$ cat src/rtl/iic_slave_resp.sv
// I2C target with a byte-wide register memory, 24Cxx EEPROM style.
// Ports: s_clk/s_rst system clock and async reset; scl/sda_in bus pads in;
// sda_oe open-drain pull-down; busy while addressed; wr_stb/wr_addr/wr_data
// report each byte committed to memory.
module iic_slave_resp #(
    parameter logic [6:0] DEV_ADDR = 7'h50,
    parameter int         MEM_AW   = 8
) (
    input  logic              s_clk,
    input  logic              s_rst,
    input  logic              scl,
    input  logic              sda_in,
    output logic              sda_oe,
    output logic              busy,
    output logic              wr_stb,
    output logic [MEM_AW-1:0] wr_addr,
    output logic [7:0]        wr_data
);

    typedef enum logic [3:0] {
        IDLE,
        DEV,
        DEV_ACK,
        WADR,
        WADR_ACK,
        WDAT,
        WDAT_ACK,
        RDAT,
        RACK,
        IGNORE
    } state_t;

    localparam logic [MEM_AW-1:0] PTR_ONE = {{(MEM_AW-1){1'b0}}, 1'b1};

    // [1:0] form the 2-flop synchroniser, [2] holds the previous synced value
    logic [2:0]        scl_s_q, scl_s_d;
    logic [2:0]        sda_s_q, sda_s_d;

    state_t            state_q, state_d;
    logic [2:0]        cnt_q, cnt_d;
    logic [7:0]        sr_q, sr_d;
    logic [MEM_AW-1:0] ptr_q, ptr_d;
    logic              rw_q, rw_d;
    logic              ack_q, ack_d;
    logic              sda_oe_q, sda_oe_d;
    logic              busy_q, busy_d;
    logic              wr_stb_q, wr_stb_d;
    logic [MEM_AW-1:0] wr_addr_q, wr_addr_d;
    logic [7:0]        wr_data_q, wr_data_d;

    logic [7:0]        mem [2**MEM_AW];
    logic              mem_we;

    logic              scl_c, scl_p, sda_c, sda_p;
    logic              scl_rise, scl_fall;
    logic              start_det, stop_det;
    logic [7:0]        rx_byte;
    logic [MEM_AW-1:0] ptr_inc;
    logic [7:0]        rd_cur, rd_nxt;

    assign scl_s_d   = {scl_s_q[1:0], scl};
    assign sda_s_d   = {sda_s_q[1:0], sda_in};

    assign scl_c     = scl_s_q[1];
    assign scl_p     = scl_s_q[2];
    assign sda_c     = sda_s_q[1];
    assign sda_p     = sda_s_q[2];

    assign scl_rise  = scl_c & ~scl_p;
    assign scl_fall  = ~scl_c & scl_p;
    // SCL must be high on both samples so a data change racing
    // an SCL edge is never taken for a bus condition
    assign start_det = scl_c & scl_p & sda_p & ~sda_c;
    assign stop_det  = scl_c & scl_p & ~sda_p & sda_c;

    assign rx_byte   = {sr_q[6:0], sda_c};
    assign ptr_inc   = ptr_q + PTR_ONE;
    assign rd_cur    = mem[ptr_q];
    assign rd_nxt    = mem[ptr_inc];

    assign sda_oe    = sda_oe_q;
    assign busy      = busy_q;
    assign wr_stb    = wr_stb_q;
    assign wr_addr   = wr_addr_q;
    assign wr_data   = wr_data_q;

    always_comb begin
        state_d   = state_q;
        cnt_d     = cnt_q;
        sr_d      = sr_q;
        ptr_d     = ptr_q;
        rw_d      = rw_q;
        ack_d     = ack_q;
        sda_oe_d  = sda_oe_q;
        busy_d    = busy_q;
        wr_stb_d  = 1'b0;
        wr_addr_d = wr_addr_q;
        wr_data_d = wr_data_q;
        mem_we    = 1'b0;

        if (start_det) begin
            state_d  = DEV;
            cnt_d    = 3'd0;
            sr_d     = 8'h00;
            ack_d    = 1'b0;
            sda_oe_d = 1'b0;
            busy_d   = 1'b0;
        end else if (stop_det) begin
            state_d  = IDLE;
            cnt_d    = 3'd0;
            ack_d    = 1'b0;
            sda_oe_d = 1'b0;
            busy_d   = 1'b0;
        end else begin
            unique case (state_q)
                IDLE: begin
                end

                DEV: begin
                    if (scl_rise) begin
                        sr_d  = rx_byte;
                        cnt_d = cnt_q + 3'd1;
                        if (cnt_q == 3'd7) begin
                            if (rx_byte[7:1] == DEV_ADDR) begin
                                rw_d    = rx_byte[0];
                                state_d = DEV_ACK;
                            end else begin
                                state_d = IGNORE;
                            end
                        end
                    end
                end

                // First fall after the 8th bit starts the ACK; the
                // second fall ends it and hands over to the next phase.
                DEV_ACK: begin
                    if (scl_fall) begin
                        if (!sda_oe_q) begin
                            sda_oe_d = 1'b1;
                            busy_d   = 1'b1;
                        end else if (rw_q) begin
                            sr_d     = rd_cur;
                            sda_oe_d = ~rd_cur[7];
                            cnt_d    = 3'd0;
                            state_d  = RDAT;
                        end else begin
                            sda_oe_d = 1'b0;
                            cnt_d    = 3'd0;
                            state_d  = WADR;
                        end
                    end
                end

                WADR: begin
                    if (scl_rise) begin
                        sr_d  = rx_byte;
                        cnt_d = cnt_q + 3'd1;
                        if (cnt_q == 3'd7) begin
                            ptr_d   = rx_byte[MEM_AW-1:0];
                            state_d = WADR_ACK;
                        end
                    end
                end

                WADR_ACK, WDAT_ACK: begin
                    if (scl_fall) begin
                        if (!sda_oe_q) begin
                            sda_oe_d = 1'b1;
                        end else begin
                            sda_oe_d = 1'b0;
                            cnt_d    = 3'd0;
                            state_d  = WDAT;
                        end
                    end
                end

                WDAT: begin
                    if (scl_rise) begin
                        sr_d  = rx_byte;
                        cnt_d = cnt_q + 3'd1;
                        if (cnt_q == 3'd7) begin
                            mem_we    = 1'b1;
                            wr_stb_d  = 1'b1;
                            wr_addr_d = ptr_q;
                            wr_data_d = rx_byte;
                            ptr_d     = ptr_inc;
                            state_d   = WDAT_ACK;
                        end
                    end
                end

                // sr_q[7] is the bit on the bus; each fall presents the next
                RDAT: begin
                    if (scl_rise) begin
                        cnt_d = cnt_q + 3'd1;
                        if (cnt_q == 3'd7) begin
                            state_d = RACK;
                        end
                    end else if (scl_fall) begin
                        sda_oe_d = ~sr_q[6];
                        sr_d     = {sr_q[6:0], 1'b0};
                    end
                end

                // Fall releases SDA for the master's bit; the rise samples
                // it; on ACK the following fall drives the next MSB.
                RACK: begin
                    if (scl_rise) begin
                        if (sda_c) begin
                            state_d = IGNORE;
                        end else begin
                            ptr_d = ptr_inc;
                            sr_d  = rd_nxt;
                            ack_d = 1'b1;
                        end
                    end else if (scl_fall) begin
                        if (ack_q) begin
                            sda_oe_d = ~sr_q[7];
                            cnt_d    = 3'd0;
                            ack_d    = 1'b0;
                            state_d  = RDAT;
                        end else begin
                            sda_oe_d = 1'b0;
                        end
                    end
                end

                IGNORE: begin
                    sda_oe_d = 1'b0;
                end

                default: begin
                    state_d  = IDLE;
                    sda_oe_d = 1'b0;
                    busy_d   = 1'b0;
                end
            endcase
        end
    end

    always_ff @(posedge s_clk or posedge s_rst) begin
        if (s_rst) begin
            scl_s_q   <= 3'b111;
            sda_s_q   <= 3'b111;
            state_q   <= IDLE;
            cnt_q     <= 3'd0;
            sr_q      <= 8'h00;
            ptr_q     <= '0;
            rw_q      <= 1'b0;
            ack_q     <= 1'b0;
            sda_oe_q  <= 1'b0;
            busy_q    <= 1'b0;
            wr_stb_q  <= 1'b0;
            wr_addr_q <= '0;
            wr_data_q <= 8'h00;
        end else begin
            scl_s_q   <= scl_s_d;
            sda_s_q   <= sda_s_d;
            state_q   <= state_d;
            cnt_q     <= cnt_d;
            sr_q      <= sr_d;
            ptr_q     <= ptr_d;
            rw_q      <= rw_d;
            ack_q     <= ack_d;
            sda_oe_q  <= sda_oe_d;
            busy_q    <= busy_d;
            wr_stb_q  <= wr_stb_d;
            wr_addr_q <= wr_addr_d;
            wr_data_q <= wr_data_d;
        end
    end

    // Memory contents survive reset
    always_ff @(posedge s_clk) begin
        if (mem_we) begin
            mem[ptr_q] <= rx_byte;
        end
    end

endmodule

$ cat config.mk
export PLATFORM = sky130hd
export DESIGN_NAME = iic_slave_resp
export DESIGN_NICKNAME = d
export VERILOG_FILES = /design/src/rtl/iic_slave_resp.sv
export SDC_FILE = /design/constraint.sdc
export NUM_CORES = 2
export LEC_CHECK = 0
export BUFFER_PORTS_ARGS = -buffer_cell sky130_fd_sc_hd__buf_4
export CORE_MARGIN = 5
export CORE_UTILIZATION = 38
export CTS_CLUSTER_SIZE = 14
export DETAILED_ROUTE_END_ITERATION = 16
export PLACE_DENSITY_LB_ADDON = 0.3
export SYNTH_ARGS = -nofsm -noshare
export SYNTH_HDL_FRONTEND = slang
export SYNTH_SLANG_ARGS = --single-unit
$ cat constraint.sdc
create_clock -name s_clk -period 8.1 [get_ports s_clk]
set_input_delay 0.405 -clock s_clk [delete_from_list [all_inputs] [get_ports s_clk]]
set_output_delay 0.405 -clock s_clk [all_outputs]
set_load 0.05 [all_outputs]
==> impl_metrics.csv <==
group,metric,value,unit
run_status,status,"finished with violations",
run_status,violations,"max-capacitance violations, max-slew violations",
place,hpwl,235700,um
drt,drtIter0Drc,10710,
grt,grt_pass1_wl,491100,um
place,place_inst,8480,
sta,drv_slew,4,
yosys,ys.warnings.count,0,
worst_hold_path,hold_path.class,"input port to register",
sta,layout_setup_ws,2.524,ns
clock_tree,path_clk_slew,0.06,ns
sta,setup_tns,0,ns
worst_setup_path,critPathMaxFanout,25,
sta,finClkSkew,0.04479,ns
clock_tree,clock_path_buffers,3,
yosys,yosysSeqAreaShare,63.19,%
drt,drt-pass1-iter-count,13,
clock_tree,cts_tree,"built",
sta,finalHoldWorstSlack,0.1827,ns
worst_setup_path,cp-end-kind,"register",
clock_tree,numCtsBuffers,224,
power_and_ir_drop,powerDensity,338.2,nW/um^2
cells_and_area,regArea,62800,um^2
clock_tree,clkLatencyLatePin,0.91,ns
yosys,syn_inst,5146,
worst_setup_path,cp.required,8.82,ns
place,place_area,103600,um^2
yosys,synth_area_leaders,"edfxtp_1, mux4_2, nor2_1",
worst_setup_path,worst_ep_arrival_time,6.30,ns
yosys,synth_nets,5159,
drt,dr_total_vias,60140,
sta,hold_viol,0,
floorplan,coreArea,259900,um^2
grt,antenna_found_initial,29,
sta,fin_crit,5.576,ns
sta,setup_viol,0,
cells_and_area,drive_above_1_share,33.36,%
yosys,yosys.cell_types.count,90,
worst_setup_path,path_class,"register to register",
clock_tree,cts_num_sinks,2098,
clock_tree,clk_root_buffer_cell,"clkbuf_16",
drt,routedWlPerCell,40.22,um
cells_and_area,multi_input_area,34020,um^2
floorplan,dieWidth,521.2,um
job,cap_viol_max_count,2,
worst_setup_path,crit_path_start_kind,"register",
sta,tightest_slew,1.749,ns
yosys,synth_flop_cell,"edfxtp_1",
cells_and_area,final_core_util,42.60,%
cells_and_area,num-nets-final,5228,
yosys,synth.top_cell.area_share,61.93,%
clock_tree,htree_levels,4,
power_and_ir_drop,ir_drop,0.2855,mV
sta,fmax,179.3,MHz
sta,grt_setup_unrepaired,"false",
yosys,synth_top_area_cell,"edfxtp_1",
drt,postRouteAntennaNets,0,
cells_and_area,instances_no_fill,8926,
power_and_ir_drop,leakage,32.74,nW
place,port_buffers,22,
grt,grt.total_usage,25.98,%
place,gp_congestion,1.018,
grt,grt_pass1_vias,58140,
cells_and_area,final_cell_mix,"edfxtp_1, mux4_2, nor2_1",
sta,min_period_over_period,68.85,%
cells_and_area,area_growth,11.49,%
grt,grt_max_degree,179,
drt,vias_per_cell,6.738,
yosys,synthArstFlopShare,2.383,%
floorplan,initial_core_util,38.20,%
floorplan,placementRows,187,
place,place_ws,2.800,ns
drt,wirelength,359000,um
cells_and_area,design_area,110700,um^2
power_and_ir_drop,finalPower,37.44,mW
floorplan,dieArea,271700,um^2
cells_and_area,final_common_cell,"edfxtp_1",
yosys,syn_area_per_cell,19.30,um^2
floorplan,dieHeight,521.2,um
cells_and_area,num-fill-cells,22490,
yosys,synthesis.area,99310,um^2
yosys,yosys_register_bits,2098,
grt,overflow,0,
floorplan,ioPinCount,23,
yosys,synth_edf_count,2048,
drt,route.detailed.drc,0,
sta,relSlewSlack,-19.59,%
-- worst paths after layout --
kind                             from    endpoint  slack, ns  cells after the start
max                          ptr_q[0]     sr_q[5]       2.52                     10
min                            sda_in  sda_s_q[0]       0.18                      2
max reg2reg                  ptr_q[0]     sr_q[5]       2.52                     10
min reg2reg                scl_s_q[0]  scl_s_q[1]       0.37                      0
max in group asynchronous       s_rst     sr_q[4]       6.42                      5
min in group asynchronous       s_rst  wr_data[2]       0.58                      4
-- layout make-up --
| cell class | instances | share of cell area [%] |
|---|---|---|
| Sequential cell | 2098 | 56.72 |
| Inverter | 14 | 0.05198 |
| Tap cell | 3496 | 3.951 |
| Timing Repair Buffer | 274 | 2.163 |
| Clock inverter | 130 | 0.9662 |
| Antenna cell | 22 | 0.04972 |
| Clock buffer | 289 | 5.375 |
| Multi-Input combinational cell | 2603 | 30.72 |
-- sequential cells by signal, indices dropped and copies added (netlist names) --
| name | flops |
|---|---|
| mem | 2048 |
| ptr_q | 8 |
| sr_q | 8 |
| wr_addr | 8 |
| wr_data | 8 |
| state_q | 4 |
| cnt_q | 3 |
| scl_s_q | 3 |
| sda_s_q | 3 |
| ack_q | 1 |
| busy | 1 |
| rw_q | 1 |
| sda_oe | 1 |
| wr_stb | 1 |
-- per-layer routing --
metal / GRT usage (%) / share of wire, % / vias to the layer above
met5: 0.7196 / 0.11 / -
li1: - / - / 22240
met1: 33.89 / 36 / 32070
met3: 10.05 / 14 / 1008
met2: 37.24 / 43 / 4807
met4: 14.39 / 6.8 / 19
-- repair_timing --
action	4_1_cts	5_1_grt
resized for setup	0	0
hold buffers	4	0
hold endpoints to repair	48	0
setup buffers	0	0
-- synth_stat cells, types with 7 or more instances --
master and instances:
o31ai_1 7, and2_1 15, clkbuf_1 140, buf_2 99, buf_4 92, a221oi_1 9
nand4_1 50, o22ai_1 64, nand2_1 236, nor2_1 341, o32ai_1 9, edfxtp_1 2048
mux2i_1 93, inv_1 12, mux4_2 1120, a22o_1 9, a31oi_1 15, o21ai_0 65
o2111ai_1 9, o211ai_1 14, a211oi_1 14, nor2b_1 12, a2111oi_0 11, nor3_1 86
buf_6 72, nand3_1 106, ha_1 9, nand4b_1 7, buf_1 20, mux2_2 28
or3_1 7, nor4_1 26, nand2b_1 11, a22oi_1 62, dfrtp_1 44, a21oi_1 50
a32oi_1 13, and3_1 11
-- power by group --
group	total [mW]	leakage [nW]	switching (mW)	internal, mW
sequential	13.9	19.1	0.609	13.3
clock	9.96	3.41	4.43	5.54
combinational	13.5	10.2	8.63	4.90
-- cells by family (layout without fill, tap and decap cells) --
group           after synthesis  after routing  synth area share, %
compound gates              395            395                2.768
flops                      2098           2098                63.19
other cells                   0             22                    0
xor+xnor                      9              9              0.08694
simple gates                949            949                4.415
mux                        1241           1241                26.65
buf+inv                     445            707                2.769
fa+ha+maj                     9              9               0.1134
-- critical path, stage by stage, from the launching register on --
cell,delay [ns]
dfrtp_4,0.75
ha_1,0.76
nand3_1,0.46
xnor2_2,0.27
buf_4,0.34
nor2_1,1.10
nand3_1,0.79
and3_1,0.45
a22oi_1,0.17
a31o_2,0.18
a31oi_1,0.08
Note: power is estimated with default switching activity, not from simulation.
